===== src/rtl/fwd_hazard_unit_pkg.sv =====
// Shared types and constants for the operand-forwarding / load-use hazard unit.
package fwd_hazard_unit_pkg;

  localparam int REG_W = 5;

  localparam logic [1:0] FWD_RF  = 2'b00;
  localparam logic [1:0] FWD_EX  = 2'b01;
  localparam logic [1:0] FWD_MEM = 2'b10;
  localparam logic [1:0] FWD_WB  = 2'b11;

  typedef struct packed {
    logic             valid;
    logic [REG_W-1:0] addr;
    logic             is_load;
  } slot_t;

  // A slot only matches a source operand that the instruction actually reads.
  function automatic logic slot_hit(input slot_t s, input logic used,
                                    input logic [REG_W-1:0] src);
    return s.valid & used & (s.addr == src);
  endfunction

endpackage


===== src/rtl/fwd_hazard_unit_fwd_select.sv =====
// Per-operand forwarding select: youngest in-flight writer of the source register wins.
module fwd_select
  import fwd_hazard_unit_pkg::*;
(
  input  logic [REG_W-1:0] src,
  input  logic             used,
  input  slot_t            ex_slot,
  input  slot_t            mem_slot,
  input  slot_t            wb_slot,
  output logic [1:0]       sel,
  output logic             ex_load_hit
);

  logic hit_ex;
  logic hit_mem;
  logic hit_wb;

  always_comb begin
    hit_ex  = slot_hit(ex_slot, used, src);
    hit_mem = slot_hit(mem_slot, used, src);
    hit_wb  = slot_hit(wb_slot, used, src);

    // NOTE: every output of a combinational block gets a default first, so no path leaves it unassigned and a latch is never inferred.
    sel = FWD_RF;
    if (hit_ex)       sel = FWD_EX;
    else if (hit_mem) sel = FWD_MEM;
    else if (hit_wb)  sel = FWD_WB;

    ex_load_hit = hit_ex & ex_slot.is_load;
  end

endmodule


===== src/rtl/fwd_hazard_unit.sv =====
// Tracks destination registers through EX/MEM/WB, drives the operand-mux selects
// and raises a one-cycle load-use stall with a saturating stall-event counter.
module fwd_hazard_unit
  import fwd_hazard_unit_pkg::*;
#(
  parameter int STALL_CNT_W = 16
) (
  input  logic                   Clk,
  input  logic                   Reset,
  input  logic [4:0]             IdRs,
  input  logic [4:0]             IdRt,
  input  logic                   IdRsUsed,
  input  logic                   IdRtUsed,
  input  logic                   IdIssue,
  input  logic                   IdWriteEn,
  input  logic [4:0]             IdWriteAddr,
  input  logic                   IdIsLoad,
  input  logic                   Flush,
  output logic [1:0]             ForwardA,
  output logic [1:0]             ForwardB,
  output logic                   Stall,
  output logic [STALL_CNT_W-1:0] StallCount
);

  slot_t ex_q,  ex_d;
  slot_t mem_q, mem_d;
  slot_t wb_q,  wb_d;
  logic [STALL_CNT_W-1:0] stall_cnt_q, stall_cnt_d;

  logic load_hit_a;
  logic load_hit_b;

  fwd_select u_sel_a (
    .src         (IdRs),
    .used        (IdRsUsed),
    .ex_slot     (ex_q),
    .mem_slot    (mem_q),
    .wb_slot     (wb_q),
    .sel         (ForwardA),
    .ex_load_hit (load_hit_a)
  );

  fwd_select u_sel_b (
    .src         (IdRt),
    .used        (IdRtUsed),
    .ex_slot     (ex_q),
    .mem_slot    (mem_q),
    .wb_slot     (wb_q),
    .sel         (ForwardB),
    .ex_load_hit (load_hit_b)
  );

  always_comb begin
    Stall = IdIssue & (load_hit_a | load_hit_b);

    // Register 0 is hard-wired, so writes to it never create a dependence.
    ex_d.valid   = IdIssue & IdWriteEn & ~Stall & ~Flush & (IdWriteAddr != '0);
    ex_d.addr    = IdWriteAddr;
    ex_d.is_load = IdIsLoad;
    mem_d        = ex_q;
    wb_d         = mem_q;

    stall_cnt_d = stall_cnt_q;
    if (Stall && (stall_cnt_q != '1)) stall_cnt_d = stall_cnt_q + STALL_CNT_W'(1);
  end

  // NOTE: state registers use non-blocking assignments so every flop samples pre-edge values and the EX->MEM->WB shift is order-independent.
  always_ff @(posedge Clk or posedge Reset) begin
    if (Reset) begin
      ex_q        <= '0;
      mem_q       <= '0;
      wb_q        <= '0;
      stall_cnt_q <= '0;
    end else begin
      ex_q        <= ex_d;
      mem_q       <= mem_d;
      wb_q        <= wb_d;
      stall_cnt_q <= stall_cnt_d;
    end
  end

  assign StallCount = stall_cnt_q;

endmodule

===== config.mk =====
export PLATFORM = sky130hd
export DESIGN_NAME = fwd_hazard_unit
export DESIGN_NICKNAME = d
export VERILOG_FILES = /design/src/rtl/fwd_hazard_unit_pkg.sv /design/src/rtl/fwd_hazard_unit_fwd_select.sv /design/src/rtl/fwd_hazard_unit.sv
export SDC_FILE = /design/constraint.sdc
export NUM_CORES = 1
export LEC_CHECK = 0
export CORE_MARGIN = 5
export CORE_UTILIZATION = 48
export CTS_CLUSTER_SIZE = 12
export DETAILED_ROUTE_END_ITERATION = 10
export PLACE_DENSITY = 0.79
export SLEW_MARGIN = 20
export SYNTH_ARGS = -nofsm -noshare
export SYNTH_HDL_FRONTEND = slang
export SYNTH_SLANG_ARGS = --single-unit
export TNS_END_PERCENT = 20

===== constraint.sdc =====
create_clock -name Clk -period 2.3 [get_ports Clk]
set_clock_uncertainty 0.05 [all_clocks]
set_input_delay 0.345 -clock Clk [delete_from_list [all_inputs] [get_ports Clk]]
set_output_delay 0.345 -clock Clk [all_outputs]
set_load 0.05 [all_outputs]

==> Word level (Yosys, flattened, before mapping) <==
Index checks and enable logic that the tools add are counted.
{ "totals": {"out_inout_bits": 21, "regBits": 35, "wordCells": 46, "inputBits": 23} }
{ "op_classes": {"bitwise_logic": 22, "n_reduce_logical": 2, "eq_ne": 7, "addsub": 1, "muxes": 6} }
{ "op_table": {"columns": ["operator", "n"], "rows": [
  ["$eq 5x5->1", 6],
  ["$and 1x1->1", 19],
  ["$add 16x1->16 const B", 1],
  ["$ne 16x16->1 const B", 1],
  ["$mux 2", 6],
  ["$reduce_bool 5->1", 1],
  ["$not 1->1", 2],
  ["$logic_and 1x1->1", 1],
  ["$or 1x1->1", 1]
]} }

==> Logic depth before layout (Yosys ltp) <==
{ "logic_depth": {"depth_word": 9, "mapped_depth": 8, "mapped_depth_nobuf": 7} }

==> Cells and area by module <==
A second synthesis with hierarchy kept.
{ "hier_totals": {"hier_cells": 145, "hier_area_um2": 1737.9} }
{ "modules_own_cells": {"columns": ["mod", "cells_each", "n_inst", "seq_area_each_um2", "area_each_um2"], "rows": [
  ["fwd_hazard_unit", 93, 1, 925.9, 1335.0],
  ["fwd_select", 26, 2, 0.0, 201.4]
]} }

==> Least setup slack after synthesis <==
OpenSTA, ideal clock, no wires.
{ "synth_path": {"kind": "register to output", "from": "reg mem_q[5] (netlist name)", "to": "out ForwardA[1]", "slack_ns": -0.187, "arrival_ns": 2.092, "path_stages_with_launch": 5, "required_time_ns": 1.905, "path_cell_list": "dfrtp_1 > xor2_1 > nor4_1 > nand4_1 > a21boi_0"} }
{ "synth_via": {"elab_chain_len": 4} }
{ "synth_rtl": {"columns": ["element", "line", "source"], "rows": [
  ["start: declaration", "fwd_hazard_unit.sv:26", "slot_t mem_q, mem_d;"],
  ["start signal: assignment", "fwd_hazard_unit.sv:76", "mem_q <= mem_d;"],
  ["$eq 5x5->1", "fwd_hazard_unit_pkg.sv:20", "return s.valid & used & (s.addr == src);"],
  ["$and 1x1->1", "fwd_hazard_unit_pkg.sv:20", null],
  ["$mux 2", "fwd_hazard_unit_fwd_select.sv:26", "else if (hit_mem) sel = FWD_MEM;"],
  ["$mux 2", "fwd_hazard_unit_fwd_select.sv:25", "if (hit_ex) sel = FWD_EX;"],
  ["end: declaration", "fwd_hazard_unit.sv:19", "output logic [1:0] ForwardA,"]
]} }
Every way passes these cells.

==> Final worst setup path <==
{ "layout_path": {"from": "in IdRtUsed", "to": "out ForwardB[0]"} }
{ "layout_via": {"elab_chain_len": 5} }
{ "layout_rtl": {"columns": ["element", "line", "source"], "rows": [
  ["start: declaration", "fwd_hazard_unit.sv:13", "input logic IdRtUsed,"],
  ["$and 1x1->1 (2 in series)", "fwd_hazard_unit_pkg.sv:20", null],
  ["$mux 2", "fwd_hazard_unit_fwd_select.sv:27", "else if (hit_wb) sel = FWD_WB;"],
  ["$mux 2", "fwd_hazard_unit_fwd_select.sv:26", null],
  ["$mux 2 *", "fwd_hazard_unit_fwd_select.sv:25", null],
  ["end: declaration", "fwd_hazard_unit.sv:20", "output logic [1:0] ForwardB,"]
]} }
Every way passes the cells marked *; elsewhere a longest branch is shown, timed or not.

==> impl_metrics.tcl <==
set metrics [dict create \
    syn_to_final_growth_pct 40.6 \
    register_area_um2 876 \
    critPathCaptureType "output pin" \
    endpoint "ForwardB[0]" \
    r2r_cells 9 \
    ys_types 27 \
    die_h_um 69.0 \
    cts_hold_buffers 0 \
    synth_edf_count 0 \
    cp_num_cells 7 \
    synthArstFlopShare_pct 100 \
    cts-root-buf "clkbuf_4" \
    ir_worst_vdd_mv 0.363 \
    cap_violations 0 \
    hpwl_um 3020 \
    cts.clk_slew.worst_paths_ns 0.13 \
    die-area_mm2 0.00477 \
    synth_area_mm2 0.00167 \
    clk_latency_ns 0.34 \
    r2r_start "ex_q[5]$_DFF_PP0_" \
    startpoint_type "input port" \
    yosysSeqAreaShare_pct 52.4 \
    ys_top_cells_by_count "dfrtp_1, xnor2_1, xor2_1" \
    reg2reg_slack_ns 0.06 \
    grt_usage_pct 16.9 \
    synth_warnings 0 \
    clk_path_buf_depth 2 \
    grt_max_degree 36 \
    critPathRequiredTime_ns 1.90 \
    cts_buffers 5 \
    crit_path_cell_trace "clkdlybuf4s50_1 > nand2_1 > nor4_2 > nand3_2 > buf_4 > o31ai_1 > buf_12" \
    start_util_pct 49.7 \
    finalMaxSlewViolations 0 \
    synth_compound_area_share_pct 3.89 \
    ys.flop_type "dfrtp_1" \
    muxShareOfSynthArea_pct 0.673 \
    cts_tree "yes" \
    yosys-top-cells-area "dfrtp_1, xnor2_1, xor2_1" \
    firstDrtPassIters 4 \
    syn-num-nets 169 \
    place_congestion 0.913 \
    worst_pin_slew_ns 0.504 \
    wl_met1_um 1700 \
    cpPeakStageDelay_ns 0.52 \
    placed_cells 240 \
    path_class "in2out" \
    cp.arrival_ns 1.91 \
    fin_nets 231 \
    avgRoutedWirePerCell_um 15.7 \
    timing.rr.end "StallCount[14]$_DFFE_PP0P_" \
    worstHoldPathType "in2async" \
    port_buffers 43 \
    synth.avg_cell_area_um2 11.5 \
    layout_setup_ws_ns -0.00815 \
    yosysMostFrequentCell "dfrtp_1" \
    synthCells 145 \
    failed_checks "negative setup slack" \
    h-tree-depth 2 \
    grt_pass1_vias 1397 \
    fillers 263 \
    drive_gt1_share_pct 17.4 \
    p_leak_nw 0.990 \
    hold_viol 0 \
    max_freq_mhz 433 \
    die_w_um 69.0 \
    cts.sinks 35 \
    num_rows 21 \
    power_density_mw_per_mm2 485 \
    timing.slew.headroom_pct 66.3 \
    synth_top_family_by_area "XOR/XNOR gates" \
    outcome "complete, but fails checks" \
    rsz0062_at_grt "yes" \
    vias 1329 \
    synth-seq-cells 35 \
    placed_cell_area_mm2 0.00224 \
    synthAdderAreaFrac_pct 0.748 \
    multiInputGateArea_um2 782 \
    wl_met3_um 288 \
    ant_nets 0 \
    cp_max_fo 3 \
    io_pins 44 \
    critPathLaunch "IdRtUsed" \
    setup_viol 3 \
    post-route-cell-area_mm2 0.00235 \
    met2_length_um 1960 \
    synthDominantCellAreaShare_pct 52.4 \
    synth_top_area_cell "dfrtp_1" \
    synth_xor_area_share_pct 23.6 \
    overflow 0 \
    whs_ns 0.336 \
    cp_top_family "buffers and inverters" \
    finalWirelength_um 3970 \
    drcViolationCount 0 \
    coreArea_mm2 0.00336 \
    period_needed_ns 2.31 \
    fin_crit_sh_pct 100 \
    vias_per_cell 5.25 \
    antenna_found_initial 0 \
    drt-initial-drc-count 72 \
    crit_slowest_cell "clkdlybuf4s50_1" \
    final_cells 253 \
    topRoutingLayerUsed "met4" \
    diodes 0 \
    cp_num_buf_inv 3 \
    yosys.area_share.simple_pct 17.4 \
    grt_pass1_wl_um 6600 \
]
[metal layers]
layer | track usage (%) | up-vias
met2 | 28.3 | 60
li1 | - | 624
met3 | 4.80 | 2
met5 | 0 | -
met1 | 21.0 | 643
met4 | 4.99 | 0
[flip-flops by register name (all words and copies together), names as in the netlist]
signal and flops:
StallCount 16, ex_q 7, mem_q 6, wb_q 6
[per-stage QoR]
step | setup WS (ns) | power, mW | utilization [%] | setup TNS [ns]
3_5_place_dp | -0.136 | 0.806 | 66.7 | -0.970
5_1_grt | -0.0902 | 1.19 | 69.9 | -0.364
2_1_floorplan | 0.0408 | 0.727 | - | 0
3_3_place_gp | -0.0614 | 0.801 | 66.7 | -0.196
4_1_cts | -0.0427 | 1.15 | 69.4 | -0.0526
6_report | -0.00815 | 1.14 | 69.9 | -0.0124
[kinds of logic (layout without fill, tap and decap cells)]
logic type,count (synthesis),count (layout)
AO/OA/AOI/OAI,8,8
XOR/XNOR,45,45
multiplexers,1,1
flip-flops,35,35
adder cells (fa/ha/maj),1,1
buffers and inverters,4,66
AND/OR/NAND/NOR,51,51
[power breakdown]
part           switching [mW]  internal, mW  total [mW]  leakage, nW
combinational          0.0671        0.0767       0.144        0.506
clock                   0.206         0.142       0.348       0.0341
sequential             0.0177         0.633       0.650        0.450
[layout by cell type (no fill, tap or decap), types with 2 or more instances in the layout]
master           count
nand4_1             12
xor2_1              13
and4_1               2
nand2_1             12
inv_1                2
clkdlybuf4s50_1     32
buf_12               4
dfrtp_1             35
nand3_1              6
nor4_2               2
nor3_1               3
clkbuf_4             5
and3_1               4
buf_4               14
a21boi_2             2
nor2_1               6
dlygate4sd2_1        5
xnor2_1             32
[tightest hold or removal path: stages]
cell and delay [ns]:
clkdlybuf4s50_1 0.39, inv_1 0.05, buf_4 0.38
[how the worst min path moves through the flow]
stage / cells after the start / to
after global routing: 3 / ex_q[3]$_DFF_PP0_
final: 3 / ex_q[3]$_DFF_PP0_
after detailed placement: 0 / wb_q[6]$_DFF_PP0_
after floorplan: 0 / wb_q[6]$_DFF_PP0_
after CTS: 3 / mem_q[3]$_DFF_PP0_
after global placement: 0 / wb_q[6]$_DFF_PP0_
[cell type report]
type                            instances  area share (%)
Clock buffer                            6            2.18
Clock inverter                          1           0.213
Inverter                                2           0.319
Multi-Input combinational cell        106            33.2
Sequential cell                        35            37.2
Tap cell                               46            2.45
Timing Repair Buffer                   57            24.4
[repair_timing]
action	4_1_cts	5_1_grt
setup endpoints to repair	2	5
pin swaps	7	3
resized for setup	6	3
buffers inserted	5	1
Note: power is estimated with default switching activity, not from simulation.
